===== config.mk =====
export PLATFORM = sky130hd
export DESIGN_NAME = rf_read_arbiter
export DESIGN_NICKNAME = d
export VERILOG_FILES = /design/src/rtl/rf_read_arbiter_pkg.sv /design/src/rtl/rf_read_arbiter_rr_arbiter.sv /design/src/rtl/rf_read_arbiter.sv
export SDC_FILE = /design/constraint.sdc
export NUM_CORES = 1
export LEC_CHECK = 0
export CAP_MARGIN = 20
export CORE_ASPECT_RATIO = 0.8
export CORE_MARGIN = 5
export CORE_UTILIZATION = 25
export DETAILED_ROUTE_END_ITERATION = 12
export DONT_BUFFER_PORTS = 1
export PLACE_DENSITY = 0.46
export SETUP_SLACK_MARGIN = 0.1
export SYNTH_ARGS = -nofsm -noshare
export SYNTH_HDL_FRONTEND = slang
export SYNTH_SLANG_ARGS = --single-unit

===== constraint.sdc =====
create_clock -name clk -period 3.6 [get_ports clk]
set_input_delay 0.36 -clock clk [delete_from_list [all_inputs] [get_ports clk]]
set_output_delay 0.36 -clock clk [all_outputs]
set_load 0.02 [all_outputs]

===== src/rtl/rf_read_arbiter_pkg.sv =====
// Shared register-file types and helpers for the read-port arbiter and its
// round-robin grant logic.
package rf_read_arbiter_pkg;
  localparam int REG_AW   = 5;
  localparam int REG_DW   = 32;
  localparam int REG_ZERO = 0;

  typedef logic [REG_AW-1:0] reg_addr_t;
  typedef logic [REG_DW-1:0] reg_data_t;

  typedef enum logic {IDLE, HOLD} rf_arb_state_t;

  // Modulo-n for 0 <= i < 2n; keeps non-power-of-two pointers wrapping at n.
  function automatic int rr_wrap(input int i, input int n);
    return (i >= n) ? i - n : i;
  endfunction
endpackage


===== src/rtl/rf_read_arbiter_rr_arbiter.sv =====
// Combinational round-robin grant: first set request at or after ptr,
// modulo N. Shared with the write-port arbiter.
module rr_arbiter
  import rf_read_arbiter_pkg::*;
#(
  parameter  int N  = 4,
  localparam int IW = $clog2(N)
) (
  input  logic [N-1:0]  req,
  input  logic [IW-1:0] ptr,
  input  logic          en,
  output logic [N-1:0]  gnt,
  output logic [IW-1:0] idx,
  output logic          any
);
  always_comb begin
    gnt = '0;
    idx = '0;
    any = 1'b0;
    // Scan farthest-first so the nearest requester after ptr wins.
    for (int k = N-1; k >= 0; k--) begin
      if (en && req[rr_wrap(int'(ptr) + k, N)]) begin
        idx = IW'(rr_wrap(int'(ptr) + k, N));
        any = 1'b1;
      end
    end
    if (any) gnt[idx] = 1'b1;
  end
endmodule


===== src/rtl/rf_read_arbiter.sv =====
// Shares one register-file read port among NREQ requesters; round-robin
// grant, one response slot, back-to-back reads when rsp_ready stays high.
module rf_read_arbiter
  import rf_read_arbiter_pkg::*;
#(
  parameter  int NREQ     = 4,
  parameter  int AW       = REG_AW,
  parameter  int DW       = REG_DW,
  parameter  int ZERO_REG = 1,
  localparam int IW       = $clog2(NREQ)
) (
  input  logic              clk,
  input  logic              rst_n,
  input  logic [NREQ-1:0]   req_valid,
  input  logic [NREQ*AW-1:0] req_addr,
  output logic [NREQ-1:0]   req_ready,
  output logic [AW-1:0]     rd_sel,
  input  logic [DW-1:0]     rd_data,
  output logic              rsp_valid,
  output logic [IW-1:0]     rsp_id,
  output logic [DW-1:0]     rsp_data,
  input  logic              rsp_ready
);
  rf_arb_state_t state, state_nxt;
  logic [IW-1:0] ptr, gnt_idx;
  logic          gnt_any, slot_free;
  logic [NREQ-1:0][AW-1:0] addr;

  for (genvar i = 0; i < NREQ; i++) begin : g_addr
    assign addr[i] = req_addr[i*AW +: AW];
  end

  assign rsp_valid = (state == HOLD);
  // rst_n gates the enable so nothing is granted while reset is held.
  assign slot_free = rst_n && ((state == IDLE) || rsp_ready);

  rr_arbiter #(.N(NREQ)) u_rr (
    .req (req_valid),
    .ptr (ptr),
    .en  (slot_free),
    .gnt (req_ready),
    .idx (gnt_idx),
    .any (gnt_any)
  );

  assign rd_sel = gnt_any ? addr[gnt_idx] : '0;

  always_comb begin
    state_nxt = state;
    if (gnt_any)                        state_nxt = HOLD;
    else if (state == HOLD && rsp_ready) state_nxt = IDLE;
  end

  always_ff @(posedge clk or negedge rst_n) begin
    if (!rst_n) state <= IDLE;
    else        state <= state_nxt;
  end

  always_ff @(posedge clk or negedge rst_n) begin
    if (!rst_n) begin
      ptr      <= '0;
      rsp_id   <= '0;
      rsp_data <= '0;
    end else if (gnt_any) begin
      ptr      <= (gnt_idx == IW'(NREQ-1)) ? '0 : gnt_idx + 1'b1;
      rsp_id   <= gnt_idx;
      rsp_data <= (ZERO_REG != 0 && rd_sel == '0) ? '0 : rd_data;
    end
  end
endmodule


**After elaboration in Yosys (flattened, before gate mapping)**

Index checks and enable logic that the tools add are counted.

- Logic and storage cells: 68
- Input bits: 59
- Flip-flop bits (word level): 37
- Output and inout bits: 44

- Muxes and demuxes: 34
- Add/subtract/negate cells: 8
- Reduce and logical (&&, ||, !) cells: 10
- Equal/unequal tests: 1
- Bitwise gates (word level): 1
- Magnitude comparators: 10

Operators with widths:

| operator | number |
|---|---|
| 32-bit 2-to-1 mux | 5 |
| 32-bit by 4-bit less-than comparator with 1-bit output, second input constant | 4 |
| 32-bit by 4-bit greater-or-equal comparator with 1-bit output, second input constant | 3 |
| 32-bit by 4-bit subtractor with 32-bit output, second input constant | 3 |
| 1-bit 2-to-1 mux | 15 |
| 5-bit binary-select mux with 2-bit select | 1 |
| 2-bit 2-to-1 mux | 5 |
| 5-bit 2-to-1 mux | 2 |
| 1-bit binary-select mux with 2-bit select | 4 |
| 1-bit logical AND | 7 |
| 2-bit by 2-bit adder with 3-bit output, second input constant | 2 |
| 5-bit zero test | 1 |
| 4-bit 2-to-1 mux | 1 |
| 2-bit by 3-bit subtractor with 4-bit output, second input constant | 1 |
| 2-bit by 1-bit adder with 3-bit output, second input constant | 1 |
| 2-bit by 3-bit greater-or-equal comparator with 1-bit output, second input constant | 1 |
| 2-bit by 3-bit less-than comparator with 1-bit output, second input constant | 1 |
| 2-bit by 1-bit adder with 2-bit output, second input constant | 1 |
| 1-bit demux with 2-bit select | 1 |
| 2-bit == test, second input constant | 1 |
| 2-bit by 1-bit greater-or-equal comparator with 1-bit output, second input constant | 1 |
| 2-bit nonzero test | 1 |
| 1-bit logical OR | 1 |
| 1-bit inverter | 1 |

**Depth between registers and ports, before layout**

Gate-level depths: netlist of run 1.

- Depth in word-level cells: 16
- Mapped depth: 9
- Mapped depth without buffers: 7

**Cells and area by module**

A second synthesis of run 1 with hierarchy kept.

- Cells, all modules: 189
- Area total of the unflattened synthesis: 2178.3 sq um

By module, submodules not included:

| module | cells each | instances | area each (sq um) | sequential area each (sq um) |
|---|---|---|---|---|
| rf_read_arbiter | 150 | 1 | 1891.8 | 925.9 |
| rr_arbiter | 39 | 1 | 286.5 | 0.0 |

**Worst setup path after synthesis of run 1**

OpenSTA, ideal clock, no wires.

- Path type: register to output
- Start point: register ptr[0]
- End point: output rd_sel[1]
- Path buffers: 1
- Stages on the path, launching flop included: 9
- Data arrival time: 2.178 ns
- Slack: 1.062 ns
- Required time: 3.240 ns
- Cells stage by stage: dfrtp_1 mux2_1 o21a_1 o2111a_1 buf_2 inv_1 and2_1 a211oi_1 a211oi_1

- Word-level cells in the longest chain between the ends: 14
- Elaborated cells between the ends (all ways): 42
- Classes of those cells: add/sub: 7; order compare: 4; mux: 27; reduce/logical: 4

Ends and longest elaborated chain:

| what | line | RTL |
|---|---|---|
| start, declared | rf_read_arbiter.sv:25 | `logic [IW-1:0] ptr, gnt_idx;` |
| start signal, assigned | rf_read_arbiter.sv:65 | `ptr <= (gnt_idx == IW'(NREQ-1)) ? '0 : gnt_idx + 1'b1;` |
| 2-bit by 2-bit adder with 3-bit output | rf_read_arbiter_rr_arbiter.sv:22, rf_read_arbiter_rr_arbiter.sv:23 |  |
| 32-bit by 4-bit subtractor with 32-bit output or 32-bit by 4-bit greater-or-equal comparator with 1-bit output (tied branches) | rf_read_arbiter_pkg.sv:15 | `return (i >= n) ? i - n : i;` |
| 32-bit 2-to-1 mux | rf_read_arbiter_pkg.sv:15 |  |
| 1-bit binary-select mux with 2-bit select | rf_read_arbiter_rr_arbiter.sv:22 | `if (en && req[rr_wrap(int'(ptr) + k, N)]) begin` |
| 1-bit 2-to-1 mux (implied by the code) (2 in a row) | rf_read_arbiter_rr_arbiter.sv:22 |  |
| 1-bit logical AND | rf_read_arbiter_rr_arbiter.sv:22 |  |
| 2-bit 2-to-1 mux (3 in a row) | rf_read_arbiter_rr_arbiter.sv:22 |  |
| 2-bit 2-to-1 mux (*) | rf_read_arbiter_rr_arbiter.sv:22 |  |
| via gnt_idx[1] | rf_read_arbiter.sv:25 |  |
| 5-bit binary-select mux with 2-bit select (*) | rf_read_arbiter.sv:46 | `assign rd_sel = gnt_any ? addr[gnt_idx] : '0;` |
| 5-bit 2-to-1 mux (implied by the code) (*) | rf_read_arbiter.sv:46 |  |
| 5-bit 2-to-1 mux (*) | rf_read_arbiter.sv:46 |  |
| end, declared | rf_read_arbiter.sv:17 | `output logic [AW-1:0] rd_sel,` |

The timed path passes the listed nets; every way through them passes the cells marked *. The select of a mux whose other input is x is not followed.

**Worst setup path in the final report of run 1**

- Start point: register ptr[0]
- End point: output rd_sel[1]

- Word-level cells in the longest chain between the ends: 14
- Elaborated cells between the ends (all ways): 42
- Classes of those cells: add/sub: 7; order compare: 4; mux: 27; reduce/logical: 4

Ends and longest elaborated chain:

| what | line |
|---|---|
| 2-bit by 2-bit adder with 3-bit output | rf_read_arbiter_rr_arbiter.sv:22, rf_read_arbiter_rr_arbiter.sv:23 |
| 32-bit by 4-bit subtractor with 32-bit output or 32-bit by 4-bit greater-or-equal comparator with 1-bit output (tied branches) | rf_read_arbiter_pkg.sv:15 |
| 32-bit 2-to-1 mux | rf_read_arbiter_pkg.sv:15 |
| 1-bit binary-select mux with 2-bit select | rf_read_arbiter_rr_arbiter.sv:22 |
| 1-bit 2-to-1 mux (implied by the code) (2 in a row) | rf_read_arbiter_rr_arbiter.sv:22 |
| 1-bit logical AND | rf_read_arbiter_rr_arbiter.sv:22 |
| 2-bit 2-to-1 mux (4 in a row) | rf_read_arbiter_rr_arbiter.sv:22 |
| 5-bit binary-select mux with 2-bit select | rf_read_arbiter.sv:46 |
| 5-bit 2-to-1 mux (implied by the code) | rf_read_arbiter.sv:46 |
| 5-bit 2-to-1 mux (*) | rf_read_arbiter.sv:46 |

Every way passes the cells marked *; elsewhere a longest branch is shown, timed or not. The select of a mux whose other input is x is not followed.

==> impl_metrics.env, run 1 <==
export IMPL_status="completed"
export IMPL_area_growth_pct=11.38
export IMPL_ys_types=34
export IMPL_layout_drive_gt1_share_pct=22.79
export IMPL_grt_overflow=0
export IMPL_cp_start_kind="register"
export IMPL_avgRoutedWirePerCell_um=17.00
export IMPL_placed_area_mm2=0.002131
export IMPL_rows=29
export IMPL_p_leak_nw=0.9376
export IMPL_grtUsageMet1_pct=15.05
export IMPL_dpl_hpwl_um=3874
export IMPL_clk_pin_slew_ns=0.08
export IMPL_grt_max_degree=38
export IMPL_cts_tree="built"
export IMPL_setup_viol=0
export IMPL_netlist_area_mm2=0.002044
export IMPL_max_freq_mhz=324.8
export IMPL_timing_final_crit_period_ns=3.079
export IMPL_grtUsageTotal_pct=10.79
export IMPL_rsz0062_at_grt="no"
export IMPL_grt_pass1_wl_um=8914
export IMPL_crit_top_cell="a211oi_1"
export IMPL_antenna_cells=0
export IMPL_layout_common_cells="nand2_1 (73), dfrtp_1 (37), a21oi_2 (30), and2_1 (9)"
export IMPL_post_cts_buffers=0
export IMPL_drcViolationCount=0
export IMPL_hp_class="primary input to register"
export IMPL_critPathArrivalTime_ns=2.72
export IMPL_final_area_mm2=0.002277
export IMPL_finalWirelength_um=5490
export IMPL_drt_iter0_markers=147
export IMPL_ys_seq_area_share_pct=45.29
export IMPL_final_common_cell="nand2_1"
export IMPL_crit_slowest_cell="a211oi_1"
export IMPL_path_max_fanout=13
export IMPL_clock_sinks=37
export IMPL_initial_core_util_pct=25.73
export IMPL_drtPass1Iterations=4
export IMPL_dieArea_mm2=0.01010
export IMPL_nets=277
export IMPL_synth_nets=278
export IMPL_fin_crit_sh_pct=85.52
export IMPL_core_area_mm2=0.007946
export IMPL_clock_path_buffers=2
export IMPL_root_buffer="clkbuf_8"
export IMPL_end_kind="primary output"
export IMPL_path_class="register to primary output"
export IMPL_finalHoldViolations=0
export IMPL_cts_htree_levels=2
export IMPL_cap_violations=0
export IMPL_grt_util_met2_pct=15.81
export IMPL_numCtsBuffers=5
export IMPL_finalSetupTns_ns=0
export IMPL_required_ns=3.24
export IMPL_grt_pass1_vias=1605
export IMPL_portBuffers=0
export IMPL_netlist_instances=215
export IMPL_powerDensity_mw_per_mm2=557.4
export IMPL_antenna_found_initial=0
export IMPL_via_count=1533
export IMPL_grtUsageMet3_pct=4.488
export IMPL_slew_viol_final=0
export IMPL_ys_ff_latch=37
export IMPL_top_usage_layer="met2"
export IMPL_insertion_delay_ns=0.28
export IMPL_place_gp_congestion=0.7263
export IMPL_path_cells="mux2_1 -> o21a_1 -> o2111a_1 -> inv_1 -> and2_1 -> a211oi_1 -> a211oi_1"
export IMPL_synth_warnings=0
export IMPL_antenna_left=0
export IMPL_relSlewSlack_pct=53.12
export IMPL_via_per_inst=4.746
export IMPL_skew_ns=0.003056
export IMPL_tightest_slew_ns=0.6990
export IMPL_ios=103
export IMPL_ir_worst_vdd_uv=169.0
export IMPL_synth_avg_cell_area_um2=9.509
export IMPL_die_h_um=90.89
export IMPL_slowest_delay_ns=0.62
export IMPL_die_w_um=111.1
==> worst max-delay path: cells and delay by family (launching register included) <==
family	cells	cell delay, ns
DFF	1	0.43
AOI/OAI and AO/OA	4	1.27
and+or+nand+nor	1	0.15
muxes	1	0.34
buffers and inverters	1	0.24
==> per-stage QoR <==
| stage | worst slack [ns] | hold slack (ns) | utilization (%) | std cells | power, mW |
|---|---|---|---|---|---|
| after CTS | 0.4966 | 0.1873 | 28.66 | 323 | 1.297 |
| final | 0.5212 | 0.2017 | 28.66 | 323 | 1.269 |
| after global routing | 0.3525 | 0.1812 | 28.66 | 323 | 1.350 |
| after detailed placement | 0.8189 | 0.06560 | 26.81 | 313 | 0.8926 |
| after global placement | 0.8361 | 0.06546 | 26.81 | 313 | 0.8905 |
| after floorplan | 1.062 | 0.06441 | - | 215 | 0.8416 |
==> per-layer routing <==
layer,part of all wire (%),vias to the layer above
met2,42,72
li1,-,713
met3,8.5,4
met5,0,-
met1,48,744
met4,0.67,0
==> layout make-up <==
cell class | count | area [um^2]
Sequential cell | 37 | 925.9
Clock inverter | 1 | 30.03
Clock buffer | 7 | 86.33
Fill cell | 845 | 5669
Timing Repair Buffer | 6 | 60.06
Multi-Input combinational cell | 161 | 1028
Tap cell | 108 | 135.1
Inverter | 3 | 11.26
==> sequential cells by signal (all words and copies together) (netlist names) <==
| signal | cells |
|---|---|
| rsp_valid | 1 |
| rsp_id | 2 |
| ptr | 2 |
| rsp_data | 32 |
==> where the power goes <==
part | internal [mW] | switching [mW] | total (mW)
registers | 0.489 | 0.148 | 0.637
logic | 0.105 | 0.150 | 0.255
clock network | 0.226 | 0.151 | 0.378
==> cell usage after synthesis <==
master     instances  area, um^2
and2_1             9       56.30
ha_1               4       50.05
a21oi_1            3       15.01
a211oi_1           6       45.04
a21o_1             1       7.510
inv_1              2       7.510
and3b_1            1       8.760
nor2_4             1       11.26
nand2_1           73       274.0
or3_1              1       6.260
a211oi_4           1       20.02
nand2b_1           2       12.51
nor2_1             6       22.52
nand3b_1           1       7.510
nand3_1            2       10.01
mux2_4             1       15.01
mux4_1             1       26.28
o21a_1             1       7.510
o211ai_1           1       7.510
clkbuf_1           9       33.78
o2111a_1           2       22.52
o2111ai_4          1       26.28
mux2_1             1       11.26
a21oi_2           30       262.8
dfrtp_1           37       925.9
inv_2              1       3.750
nor3_1             3       15.01
buf_2              1       5.000
mux2i_1            3       30.03
buf_6              4       45.04
o21ai_0            3       15.01
a211o_1            1       8.760
and3_1             1       6.260
mux4_2             1       22.52
==> kinds of logic (layout without fill, tap and decap cells) <==
group           count (synthesis)  after routing  synth area share [%]
fa+ha+maj                       4              4                 2.448
mux                             7              7                 5.141
flops                          37             37                 45.29
compound gates                 50             50                 21.42
simple gates                  100            100                 21.05
buf+inv                        17             17                 4.651
==> what timing repair did <==
| item | 4_1_cts | 5_1_grt |
|---|---|---|
| hold endpoints to repair | 37 | 0 |
| resized for setup | 0 | 0 |
| setup endpoints to repair | 0 | 0 |
| hold buffers | 2 | 0 |
==> final timing paths <==
path	from	endpoint	slack (ns)	cells past startpoint
worst min-delay path	rd_data[4]	rsp_data[4]	0.20	2
min in group asynchronous	rst_n	rsp_data[3]	0.54	2
worst max register to register	ptr[1]	rsp_data[4]	0.91	8
max in group asynchronous	rst_n	rsp_data[18]	2.85	2
worst max-delay path	ptr[0]	rd_sel[1]	0.52	7
worst min register to register	ptr[0]	ptr[0]	0.61	2
(Power assumes the default switching activity.)
==> run 2, diff against run 1 <==
- GPL_TIMING_DRIVEN: not set -> 0
==> impl_metrics.env, run 2 (synthesis gave the netlist of run 1 again) <==
export IMPL_grt_pass1_vias=1607
export IMPL_p_int_uw=751.8
export IMPL_powerDensity_mw_per_mm2=522.2
export IMPL_rsz0062_at_grt="no"
export IMPL_layout_drive_gt1_share_pct=21.43
export IMPL_tightest_slew_ns=0.6893
export IMPL_antenna_left=0
export IMPL_drcViolationCount=0
export IMPL_area_growth_pct=12.30
export IMPL_cap_violations=0
export IMPL_end_kind="primary output"
export IMPL_whs_ns=0.2046
export IMPL_finalWirelength_um=5763
export IMPL_dieArea_mm2=0.01010
export IMPL_required_ns=3.24
export IMPL_relSlewSlack_pct=53.77
export IMPL_regMostFlops="rsp_data"
export IMPL_finalSetupTns_ns=0
export IMPL_critPathArrivalTime_ns=2.75
export IMPL_grt_overflow=0
export IMPL_rows=29
export IMPL_die_h_um=90.89
export IMPL_path_max_fanout=11
export IMPL_cts_tree="built"
export IMPL_antenna_found_initial=0
export IMPL_netSwitchingPower_uw=447.1
export IMPL_hp_class="primary input to register"
export IMPL_clock_sinks=37
export IMPL_largest_reg_flops=32
export IMPL_clock_path_buffers=2
export IMPL_die_w_um=111.1
export IMPL_avgRoutedWirePerCell_um=17.36
export IMPL_nets=287
export IMPL_slowest_delay_ns=0.60
export IMPL_grt_max_degree=38
export IMPL_final_common_cell="nand2_1"
export IMPL_drtPass1Iterations=5
export IMPL_cts_htree_levels=2
export IMPL_insertion_delay_ns=0.28
export IMPL_r2r_slack_ns=0.95
export IMPL_top_regs="rsp_data: 32 flops, ptr: 2 flops, rsp_id: 2 flops"
export IMPL_dpl_hpwl_um=4149
export IMPL_via_per_inst=4.663
export IMPL_via_count=1548
export IMPL_crit_slowest_cell="a211oi_1"
export IMPL_grtUsageTotal_pct=11.49
export IMPL_seqPwrFrac_pct=53.3
export IMPL_initial_core_util_pct=25.73
export IMPL_place_gp_congestion=0.7106
export IMPL_core_area_mm2=0.007946
export IMPL_timing_final_crit_period_ns=3.114
export IMPL_drt_iter0_markers=58
export IMPL_status="completed"
export IMPL_crit_top_cell="a211oi_1"
export IMPL_ir_worst_vdd_uv=135.3
export IMPL_grt_pass1_wl_um=9356
export IMPL_antenna_cells=0
export IMPL_p_leak_nw=0.9405
export IMPL_finalHoldViolations=0
export IMPL_switching_share_pct=37.29
export IMPL_path_cells="mux2_1 -> o21a_1 -> o2111a_1 -> buf_2 -> inv_1 -> and2_1 -> a211oi_1 -> a211oi_1"
export IMPL_numCtsBuffers=5
export IMPL_skew_ns=0.009364
export IMPL_post_cts_resized=0
export IMPL_worst_path_buf_inv=2
export IMPL_layout_common_cells="nand2_1 (73), dfrtp_1 (37), a21oi_2 (30), clkbuf_1 (10), and2_1 (9)"
export IMPL_setup_viol=0
export IMPL_ios=103
export IMPL_clk_pin_slew_ns=0.08
export IMPL_fin_crit_sh_pct=86.50
export IMPL_combPwrFrac_pct=21.9
export IMPL_path_class="register to primary output"
export IMPL_portBuffers=0
export IMPL_crit_family="compound AO/OA/AOI/OAI gates"
export IMPL_cp_start_kind="register"
export IMPL_max_freq_mhz=321.1
export IMPL_slew_viol_final=0
export IMPL_root_buffer="clkbuf_8"
export IMPL_p_clk_share_pct=24.8
[run 2: changes by cell type in the layout (fill, tap and decap cells not counted), sizes merged]
cell / before / now
buf: 5 / 6
clkbuf: 7 / 16
bufinv: 1 / 0
[run 2: through the flow]
step | util [%] | power, mW | cell area [um^2] | worst slack, ns | cells
after floorplan | - | 0.8416 | 2044 | 1.062 | 215
after global placement | 27.43 | 0.8983 | 2180 | 0.8114 | 323
after detailed placement | 27.43 | 0.9032 | 2180 | 0.7704 | 323
after CTS | 28.89 | 1.227 | 2296 | 0.4463 | 332
after global routing | 28.89 | 1.276 | 2296 | 0.3244 | 332
final | 28.89 | 1.199 | 2296 | 0.4860 | 332
[run 2: timing repair]
action,in CTS,in global routing
hold endpoints to repair,37,0
hold buffers,2,0
setup buffers,0,0
[run 2: routing by layer]
| layer | share of wire (%) | wire length [um] | GRT usage, % | up-vias |
|---|---|---|---|---|
| met5 | 0 | 0 | 0 | - |
| met4 | 0.33 | 19 | 2.330 | 0 |
| met3 | 9.1 | 523 | 4.956 | 2 |
| met2 | 44 | 2534 | 17.42 | 65 |
| met1 | 47 | 2685 | 15.29 | 745 |
| li1 | - | - | - | 736 |
[run 2: power groups by stage]
stage               logic [mW]  registers [mW]  clock network, mW
floorplan                0.215           0.626                  0
global placement         0.249           0.649                  0
detailed placement       0.254           0.649                  0
CTS                      0.268           0.642              0.317
global route             0.297           0.652              0.328
finish                   0.262           0.639              0.297
[run 2: layout make-up]
| type | instances | area, um^2 |
|---|---|---|
| tap | 108 | 135.1 |
| fill | 845 | 5650 |
| multi-input combinational | 161 | 1023 |
| sequential | 37 | 925.9 |
| clock buffer | 7 | 86.33 |
| buffer | 14 | 83.83 |
| inverter | 3 | 11.26 |
| timing repair buffer | 2 | 30.03 |
[run 2: worst register-to-register path: cells and delay by family, from the launching register on]
kind	cells	cell delay (ns)
muxes	2	0.90
AOI/OAI and AO/OA	3	0.64
buffers and inverters	3	0.48
DFF	1	0.46
and+or+nand+nor	1	0.07
[run 2: final timing paths]
| kind | to | start | cells past startpoint |
|---|---|---|---|
| max in group asynchronous | rsp_data[25] | rst_n | 2 |
| max | rd_sel[2] | ptr[0] | 8 |
| min reg2reg | ptr[1] | ptr[1] | 2 |
| min in group asynchronous | rsp_valid | rst_n | 2 |
| max reg2reg | rsp_data[16] | ptr[1] | 9 |
| min | rsp_data[31] | rd_data[31] | 2 |
==> run 3, diff against run 2 <==
- CTS_BUF_LIST: not set -> sky130_fd_sc_hd__clkbuf_4 sky130_fd_sc_hd__clkbuf_8
- SLEW_MARGIN: not set -> 30
==> impl_metrics.env, run 3 (synthesis gave the netlist of run 1 again) <==
export IMPL_max_freq_mhz=321.1
export IMPL_end_kind="primary output"
export IMPL_die_h_um=90.89
export IMPL_avgRoutedWirePerCell_um=17.36
export IMPL_path_max_fanout=11
export IMPL_numCtsBuffers=5
export IMPL_initial_core_util_pct=25.73
export IMPL_core_area_mm2=0.007946
export IMPL_root_buffer="clkbuf_8"
export IMPL_grt_max_degree=38
export IMPL_place_gp_congestion=0.7106
export IMPL_post_cts_resized=0
export IMPL_grt_pass1_wl_um=9356
export IMPL_drt_iter0_markers=58
export IMPL_combPwrFrac_pct=21.8
export IMPL_layout_common_cells="nand2_1 (73), dfrtp_1 (37), a21oi_2 (30), clkbuf_1 (9), and2_1 (9)"
export IMPL_ios=103
export IMPL_insertion_delay_ns=0.28
export IMPL_status="completed"
export IMPL_rows=29
export IMPL_path_cells="mux2_1 -> o21a_1 -> o2111a_1 -> buf_2 -> inv_1 -> and2_1 -> a211oi_1 -> a211oi_1"
export IMPL_ir_worst_vdd_uv=135.3
export IMPL_portBuffers=0
export IMPL_drtPass1Iterations=5
export IMPL_drcViolationCount=0
export IMPL_p_int_uw=759.3
export IMPL_cts_htree_levels=2
export IMPL_top_regs="rsp_data: 32 flops, ptr: 2 flops, rsp_id: 2 flops"
export IMPL_via_count=1548
export IMPL_critPathArrivalTime_ns=2.75
export IMPL_setup_viol=0
export IMPL_whs_ns=0.2046
export IMPL_netSwitchingPower_uw=447.0
export IMPL_rsz0062_at_grt="no"
export IMPL_required_ns=3.24
export IMPL_grt_overflow=0
export IMPL_regMostFlops="rsp_data"
export IMPL_slowest_delay_ns=0.60
export IMPL_skew_ns=0.009364
export IMPL_clk_pin_slew_ns=0.08
export IMPL_powerDensity_mw_per_mm2=524.6
export IMPL_fin_crit_sh_pct=86.50
export IMPL_cp_start_kind="register"
export IMPL_crit_slowest_cell="a211oi_1"
export IMPL_crit_top_cell="a211oi_1"
export IMPL_seqPwrFrac_pct=53.0
export IMPL_via_per_inst=4.663
export IMPL_nets=287
export IMPL_area_growth_pct=12.48
export IMPL_hp_class="primary input to register"
export IMPL_dpl_hpwl_um=4149
export IMPL_clock_path_buffers=2
export IMPL_dieArea_mm2=0.01010
export IMPL_p_leak_nw=0.9439
export IMPL_seq_area_um2=925.9
export IMPL_path_class="register to primary output"
export IMPL_tightest_slew_ns=0.6893
export IMPL_switching_share_pct=37.06
export IMPL_finalWirelength_um=5762
export IMPL_finalSetupTns_ns=0
export IMPL_timing_final_crit_period_ns=3.114
export IMPL_antenna_left=0
export IMPL_cap_violations=0
export IMPL_slew_viol_final=0
export IMPL_final_common_cell="nand2_1"
export IMPL_die_w_um=111.1
export IMPL_antenna_found_initial=0
export IMPL_largest_reg_flops=32
export IMPL_fill_cells=843
export IMPL_grtUsageTotal_pct=11.49
export IMPL_cts_tree="built"
export IMPL_multi_input_area_mm2=0.001023
export IMPL_layout_drive_gt1_share_pct=21.88
export IMPL_clock_sinks=37
export IMPL_finalHoldViolations=0
export IMPL_antenna_cells=0
export IMPL_p_clk_share_pct=25.3
export IMPL_grt_pass1_vias=1607
export IMPL_relSlewSlack_pct=53.77
==> run 3: cell counts in the layout (fill, tap and decap cells not counted) <==
Identical to the previous run, type by type.
==> run 3: power by group through the flow <==
stage	registers, mW	clock network (mW)	logic, mW
after floorplan	0.626	0	0.215
after global placement	0.649	0	0.249
after detailed placement	0.649	0	0.254
after CTS	0.642	0.325	0.268
after global routing	0.652	0.336	0.297
final	0.639	0.305	0.262
==> run 3: timing repair <==
action / CTS / global route
hold buffers: 2 / 0
endpoints found under the hold margin: 37 / 0
buffers inserted: 0 / 0
==> run 3: metal layers <==
layer	up-vias	part of all wire (%)	GRT usage, %
met5	-	0	0
met2	65	44	17.42
met3	2	9.1	4.956
met1	745	47	15.29
li1	736	-	-
met4	0	0.33	2.330
==> run 3: worst max-delay path: cells and delay by family, from the launching register on <==
| family | cells | cell delay, ns |
|---|---|---|
| multiplexers | 1 | 0.35 |
| buffers and inverters | 2 | 0.40 |
| AO/OA/AOI/OAI | 4 | 1.12 |
| flip-flops | 1 | 0.46 |
| AND/OR/NAND/NOR | 1 | 0.15 |
==> run 3: cell type report <==
| cell class | count | share of cell area, % |
|---|---|---|
| Buffer | 14 | 3.645 |
| Clock buffer | 7 | 3.917 |
| Inverter | 3 | 0.4897 |
| Multi-Input combinational cell | 161 | 44.50 |
| Sequential cell | 37 | 40.26 |
| Tap cell | 108 | 5.876 |
| Timing Repair Buffer | 2 | 1.306 |
==> run 3: metrics by stage <==
step	cell area (um^2)	total power [mW]	cells	setup WS [ns]	util, %
4_1_cts	2300	1.234	332	0.4463	28.94
2_1_floorplan	2044	0.8416	215	1.062	-
3_5_place_dp	2180	0.9032	323	0.7704	27.43
5_1_grt	2300	1.284	332	0.3244	28.94
6_report	2300	1.206	332	0.4860	28.94
3_3_place_gp	2180	0.8983	323	0.8114	27.43
==> run 3: worst paths after layout <==
path | cells past startpoint | slack (ns) | end | start
max | 8 | 0.49 | rd_sel[2] | ptr[0]
min | 2 | 0.20 | rsp_data[31] | rd_data[31]
max reg2reg | 9 | 0.95 | rsp_data[16] | ptr[1]
min reg2reg | 2 | 0.62 | ptr[1] | ptr[1]
max in group asynchronous | 2 | 2.83 | rsp_data[25] | rst_n
min in group asynchronous | 2 | 0.56 | rsp_valid | rst_n
